## config.mk

```make
export PLATFORM = sky130hd
export DESIGN_NAME = sample_source_flat
export DESIGN_NICKNAME = d
export VERILOG_FILES = /design/src/rtl/sample_source_if.sv /design/src/rtl/sample_source.sv /design/src/flat_wrapper.sv
export SDC_FILE = /design/constraint.sdc
export NUM_CORES = 1
export LEC_CHECK = 0
export BUFFER_PORTS_ARGS = -buffer_cell sky130_fd_sc_hd__buf_2
export CORE_UTILIZATION = 58
export DETAILED_ROUTE_END_ITERATION = 8
export PLACE_DENSITY = 0.76
export RECOVER_POWER = 100
export SETUP_SLACK_MARGIN = 0.02
export SLEW_MARGIN = 20
export SYNTH_ARGS = -nofsm -noshare
export SYNTH_HDL_FRONTEND = slang
export SYNTH_SLANG_ARGS = --single-unit
```

## constraint.sdc

```tcl
create_clock -name clk -period 10.6 [get_ports clk]
set_input_delay 2.12 -clock clk [delete_from_list [all_inputs] [get_ports clk]]
set_output_delay 2.12 -clock clk [all_outputs]
set_load 0.05 [all_outputs]
```

## src/rtl/sample_source_if.sv

```systemverilog
// rtl/sample_source_if.sv - sample strobe interface from the test source to the filter
interface sample_source_if #(
  parameter int WIDTH = 20
);
  logic signed [WIDTH-1:0] sample_sig;
  logic                    ready;

  modport master (output sample_sig, output ready);
  modport slave  (input sample_sig, input ready);
endinterface

```

## src/rtl/sample_source.sv

```systemverilog
// rtl/sample_source.sv - paced burst generator: impulse, triangles and LFSR noise
module sample_source #(
  parameter int WIDTH       = 20,
  parameter int DIV         = 128,
  parameter int NUM_SAMPLES = 800,
  parameter int STEP_A      = 1024,
  parameter int AMP_A       = 8192,
  parameter int STEP_B      = 4096,
  parameter int AMP_B       = 65536,
  parameter int NOISE_BITS  = 8
) (
  input  logic                   clk,
  input  logic                   rst,
  input  logic                   start,
  input  logic [1:0]             mode,
  sample_source_if.master        bus,
  output logic                   busy,
  output logic                   done,
  output logic [16:0]            sample_idx
);
  localparam int SW = WIDTH + 2;
  localparam int DW = $clog2(DIV);
  localparam logic [DW-1:0]        DIV_LAST = DW'(DIV - 1);
  localparam logic signed [SW-1:0] SAT_MAX  = {3'b000, {(WIDTH-1){1'b1}}};
  localparam logic signed [SW-1:0] SAT_MIN  = {3'b111, {(WIDTH-1){1'b0}}};
  localparam logic signed [SW-1:0] ST_A = SW'(STEP_A);
  localparam logic signed [SW-1:0] AM_A = SW'(AMP_A);
  localparam logic signed [SW-1:0] ST_B = SW'(STEP_B);
  localparam logic signed [SW-1:0] AM_B = SW'(AMP_B);

  typedef enum logic [1:0] {S_IDLE, S_RUN, S_DONE} state_t;

  state_t                 state, state_nxt;
  logic [DW-1:0]          div_cnt;
  logic [1:0]             mode_q;
  logic signed [SW-1:0]   ta, tb, ta_n, tb_n, noise, sum;
  logic                   ta_up, tb_up, ta_up_n, tb_up_n, imp_flag;
  logic [15:0]            lfsr, lfsr_n;
  logic signed [WIDTH-1:0] sample_n;
  logic                   tick, last, accept;

  // Returns {direction_up, value}; reflects off the peak instead of clipping.
  function automatic logic [SW:0] tri_step(input logic signed [SW-1:0] t, input logic up,
                                           input logic signed [SW-1:0] step,
                                           input logic signed [SW-1:0] amp);
    if (up) begin
      if (t + step > amp) return {1'b0, t - step};
      else                return {1'b1, t + step};
    end else begin
      if (t - step < -amp) return {1'b1, t + step};
      else                 return {1'b0, t - step};
    end
  endfunction

  assign tick   = (state == S_RUN) && (div_cnt == DIV_LAST);
  assign last   = tick && (sample_idx == 17'(NUM_SAMPLES - 1));
  assign accept = start && (state != S_RUN);

  always_ff @(posedge clk or posedge rst) begin
    if (rst) state <= S_IDLE;
    else     state <= state_nxt;
  end

  always_comb begin
    state_nxt = state;
    case (state)
      S_IDLE:  if (start) state_nxt = S_RUN;
      S_RUN:   if (last)  state_nxt = S_DONE;
      S_DONE:  if (start) state_nxt = S_RUN;
      default: state_nxt = S_IDLE;
    endcase
  end

  always_comb begin
    busy = (state == S_RUN);
    done = (state == S_DONE);
  end

  always_comb begin
    {ta_up_n, ta_n} = tri_step(ta, ta_up, ST_A, AM_A);
    {tb_up_n, tb_n} = tri_step(tb, tb_up, ST_B, AM_B);
    lfsr_n = {lfsr[0] ^ lfsr[2] ^ lfsr[3] ^ lfsr[5], lfsr[15:1]};
    noise  = SW'($signed(lfsr_n[NOISE_BITS-1:0]));
    sum    = ((mode_q != 2'd0) ? ta_n : '0) + (mode_q[1] ? tb_n : '0)
           + ((mode_q == 2'd3) ? noise : '0);
    if (mode_q == 2'd0)   sample_n = imp_flag ? SAT_MAX[WIDTH-1:0] : '0;
    else if (sum > SAT_MAX) sample_n = SAT_MAX[WIDTH-1:0];
    else if (sum < SAT_MIN) sample_n = SAT_MIN[WIDTH-1:0];
    else                    sample_n = sum[WIDTH-1:0];
  end

  always_ff @(posedge clk or posedge rst) begin
    if (rst) begin
      div_cnt        <= '0;
      sample_idx     <= '0;
      mode_q         <= '0;
      ta             <= '0;
      tb             <= '0;
      ta_up          <= 1'b1;
      tb_up          <= 1'b1;
      lfsr           <= 16'hACE1;
      imp_flag       <= 1'b0;
      bus.sample_sig <= '0;
      bus.ready      <= 1'b0;
    end else begin
      bus.ready <= 1'b0;
      if (accept) begin
        div_cnt        <= '0;
        sample_idx     <= '0;
        mode_q         <= mode;
        ta             <= '0;
        tb             <= '0;
        ta_up          <= 1'b1;
        tb_up          <= 1'b1;
        lfsr           <= 16'hACE1;
        imp_flag       <= 1'b1;
        bus.sample_sig <= '0;
      end else if (state == S_RUN) begin
        div_cnt <= tick ? '0 : div_cnt + DW'(1);
        if (tick) begin
          ta             <= ta_n;
          tb             <= tb_n;
          ta_up          <= ta_up_n;
          tb_up          <= tb_up_n;
          lfsr           <= lfsr_n;
          imp_flag       <= 1'b0;
          bus.sample_sig <= sample_n;
          bus.ready      <= 1'b1;
          sample_idx     <= sample_idx + 17'd1;
        end
      end
    end
  end
endmodule

```

## src/flat_wrapper.sv

```systemverilog
// flat-port wrapper written by rule: the top's interface ports become plain ports
module sample_source_flat 
#(
  parameter int WIDTH       = 20,
  parameter int DIV         = 128,
  parameter int NUM_SAMPLES = 800,
  parameter int STEP_A      = 1024,
  parameter int AMP_A       = 8192,
  parameter int STEP_B      = 4096,
  parameter int AMP_B       = 65536,
  parameter int NOISE_BITS  = 8
)
  (clk, rst, start, mode, busy, done, sample_idx, bus_sample_sig, bus_ready);
  sample_source_if #(.WIDTH(WIDTH)) bus_i ();
  input  logic clk;
  input  logic rst;
  input  logic start;
  input  logic [1:0] mode;
  output logic busy;
  output logic done;
  output logic [16:0] sample_idx;
  output wire logic [$bits(bus_i.sample_sig)-1:0] bus_sample_sig;
  output wire logic [$bits(bus_i.ready)-1:0] bus_ready;
  assign bus_sample_sig = bus_i.sample_sig;
  assign bus_ready = bus_i.ready;
  sample_source #(.WIDTH(WIDTH), .DIV(DIV), .NUM_SAMPLES(NUM_SAMPLES), .STEP_A(STEP_A), .AMP_A(AMP_A), .STEP_B(STEP_B), .AMP_B(AMP_B), .NOISE_BITS(NOISE_BITS)) u_core (.clk(clk), .rst(rst), .start(start), .mode(mode), .bus(bus_i), .busy(busy), .done(done), .sample_idx(sample_idx));
endmodule
```

==> flow_summary.yaml <==
synthesis:
  synth_edf_count: 0
  synth-seq-cells: 90
  ys_seq_area_share_pct: 34.02
  syn_inst: 748
  synth.distinct_cells: 77
  yosys_warnings: 0
  synth-main-ff-cell: "dfrtp_1"
  syn-cell-area_sq_um: 6656
  synthArstFlopShare_pct: 100.0
  avgSynthCellArea_sq_um: 8.899
power_and_ir_drop:
  power_density_nw_per_um2: 159.0
  finalPower_mw: 1.134
  p_leak_nw: 3.102
  ir_worst_vdd_mv: 0.1430
setup_path:
  critPathArrivalTime_ps: 8090
  cp-end-kind: "register"
  slowest_delay_ps: 1680
  critPathLaunchType: "register"
  critPathKind: "register to register"
  critPathMaxFanout: 19
  slowest_stage: "a211oi_1"
  crit_chain: "ha_1 > and4_1 > mux2i_1 > o311ai_0 > nand3b_1 > a31oi_1 > nand2_1 > mux2_2 > xor2_1 > and2_1 > fa_1 > ha_1 > o21ai_0 > a21boi_0 > nor2b_1 > a211oi_1 > o32ai_1 > o211ai_1 > nor4_1 > a211oi_1 > o311ai_0"
  crit_required_ps: 10680
clocking:
  cts_num_sinks: 90
  clk_latency_ps: 350
  cts_resized: 0
  clkTransAtPathRegs_ps: 70
  ctsRootBufferMaster: "clkbuf_16"
  cts_buffers: 9
  cts_tree: "built"
  htreeDepth: 3
  post-cts-setup-buffer-count: 0
  clock_path_buffers: 2
  cts_hold_buf: 0
floorplan:
  fp.dieH_microns: 109.1
  die_w_microns: 109.1
  initial_core_util_pct: 60.34
  coreArea_sq_um: 11030
  die_area_sq_um: 11910
  row_count: 38
  io_pins: 45
final_layout:
  area_delta_synth_final_pct: 7.199
  final_layout_size_suffix_gt1_share_pct: 7.042
  layout.nets: 818
  layout_common_cells: "dfrtp_1, nor2_1, nand2_1"
  postLayoutCellArea_sq_um: 7136
  fillers: 965
  final_common_cell: "dfrtp_1"
  final_util_pct: 64.69
  diodes: 0
worst_hold_path:
  hp-class: "register to register"
sta:
  relSlewSlack_pct: -156.8
  fin_tns_setup_ps: 0
  setup_viol: 0
  slew_violations: 133
  fin_crit_ps: 8010
  finalHoldViolations: 0
  skew_ps: 6.652
  tightest_slew_ps: 3851
  timing.final.crit_share_pct: 75.57
  rsz0062_at_grt: "no"
  fmax_ghz: 0.1248
grt:
  grt_usage_pct: 29.36
  globalRouteOverflowTotal: 0
  antenna_found_initial: 0
  grt_pass1_vias: 5609
  grt_max_degree: 72
  grt_pass1_wl_microns: 27150
detailed_routing:
  drt-initial-drc-count: 491
  first_pass_iters: 6
  route.vias.total: 5832
  postRouteAntennaNets: 0
  drc: 0
  routed_wl_microns: 16300
  routedWlPerCell_microns: 17.70
  drt-vias-per-instance: 6.332
placed_design:
  place_congestion: 0.9193
  io_buffers: 44
  placed_cell_area_sq_um: 6948
  hpwlAfterDp_microns: 11590
job:
  drv_cap: 3
status:
  violations: "capacitance limit, slew limit"
  outcome: "finished, violations left"
## registers in the layout (all words and copies together), names as in the netlist, 2 cells and up
signal and flops:
u_core.bus.sample_sig 20, u_core.sample_idx 17, u_core.lfsr 16, u_core.ta 12, u_core.tb 10, u_core.div_cnt 7
u_core.mode_q 2, u_core.state 2
## cells in the mapped netlist, drive strengths merged (15+ instances only)
cell type,count,area (sq um)
inv,27,101.4
nand2,64,240.2
nand3,23,115.1
a22o,17,148.9
ha,27,337.8
o21ai,51,255.2
nor2,68,255.2
clkbuf,26,97.59
xnor2,22,192.7
xor2,31,271.5
a21oi,33,165.2
dfrtp,80,2002
nor3,17,101.4
or3,15,93.84
buf,17,101.4
o211ai,18,170.2
and3,15,98.84
## cell families after synthesis
logic type / Yosys count / synth area share, %
adders and majority gates: 37 / 8.083
AOI/OAI and AO/OA: 201 / 21.69
buffers and inverters: 70 / 4.511
and+or+nand+nor: 277 / 21.67
DFF: 90 / 34.02
muxes: 19 / 2.989
other: 1 / 0.05634
xor gates and xnor gates: 53 / 6.974
## per-stage QoR
step / hold WS, ps / setup WS, ps / std cells
finish: 501.8 / 2590 / 921
global route: 522.5 / 1992 / 921
CTS: 499.5 / 3903 / 921
detailed placement: 483.8 / 3965 / 905
global placement: 477.9 / 4273 / 905
floorplan: 462.1 / 4806 / 756
## metal layers
layer | GRT usage, % | vias up | share of wire (%)
li1 | - | 2776 | -
met1 | 36.09 | 2887 | 44
met2 | 50.90 | 134 | 50
met3 | 4.005 | 35 | 3.2
met4 | 13.42 | 0 | 2.6
met5 | 0 | - | 0
## power by group
group	internal, mW	leakage [nW]	switching (mW)
registers	0.384	1.18	0.0505
clock network	0.191	0.146	0.144
logic	0.133	1.78	0.231
total	0.709	3.10	0.426
## critical path: cells and delay by family (launching register included)
kind                       cells  cell delay, ps
AOI/OAI and AO/OA              9            4220
and+or+nand+nor                6            1230
adders and majority gates      3            1110
DFF                            1             550
muxes                          2             490
xor gates and xnor gates       1             140
## cell type report
| cell class | instances | area, sq um | area share (%) |
|---|---|---|---|
| Clock buffer | 10 | 239.0 | 3.349 |
| Multi-Input combinational cell | 596 | 4073 | 57.08 |
| Timing Repair Buffer | 52 | 210.2 | 2.946 |
| Clock inverter | 6 | 71.32 | 0.9995 |
| Inverter | 27 | 102.6 | 1.438 |
| Tap cell | 140 | 175.2 | 2.455 |
| Sequential cell | 90 | 2265 | 31.74 |
## worst paths after layout
| path | start | slack [ps] | cells past startpoint | end |
|---|---|---|---|---|
| worst max register to register | u_core.tb[12] | 2590 | 21 | u_core.bus.sample_sig[0] |
| max in group asynchronous | rst | 4630 | 3 | u_core.ta[21] |
| min in group asynchronous | rst | 1890 | 2 | u_core.div_cnt[1] |
| worst min-delay path | u_core.bus.sample_sig[1] | 500 | 2 | u_core.bus.sample_sig[1] |
| worst min register to register | u_core.bus.sample_sig[1] | 500 | 2 | u_core.bus.sample_sig[1] |
| worst max-delay path | u_core.tb[12] | 2590 | 21 | u_core.bus.sample_sig[0] |
No activity file was read; power rests on OpenSTA's default activity.
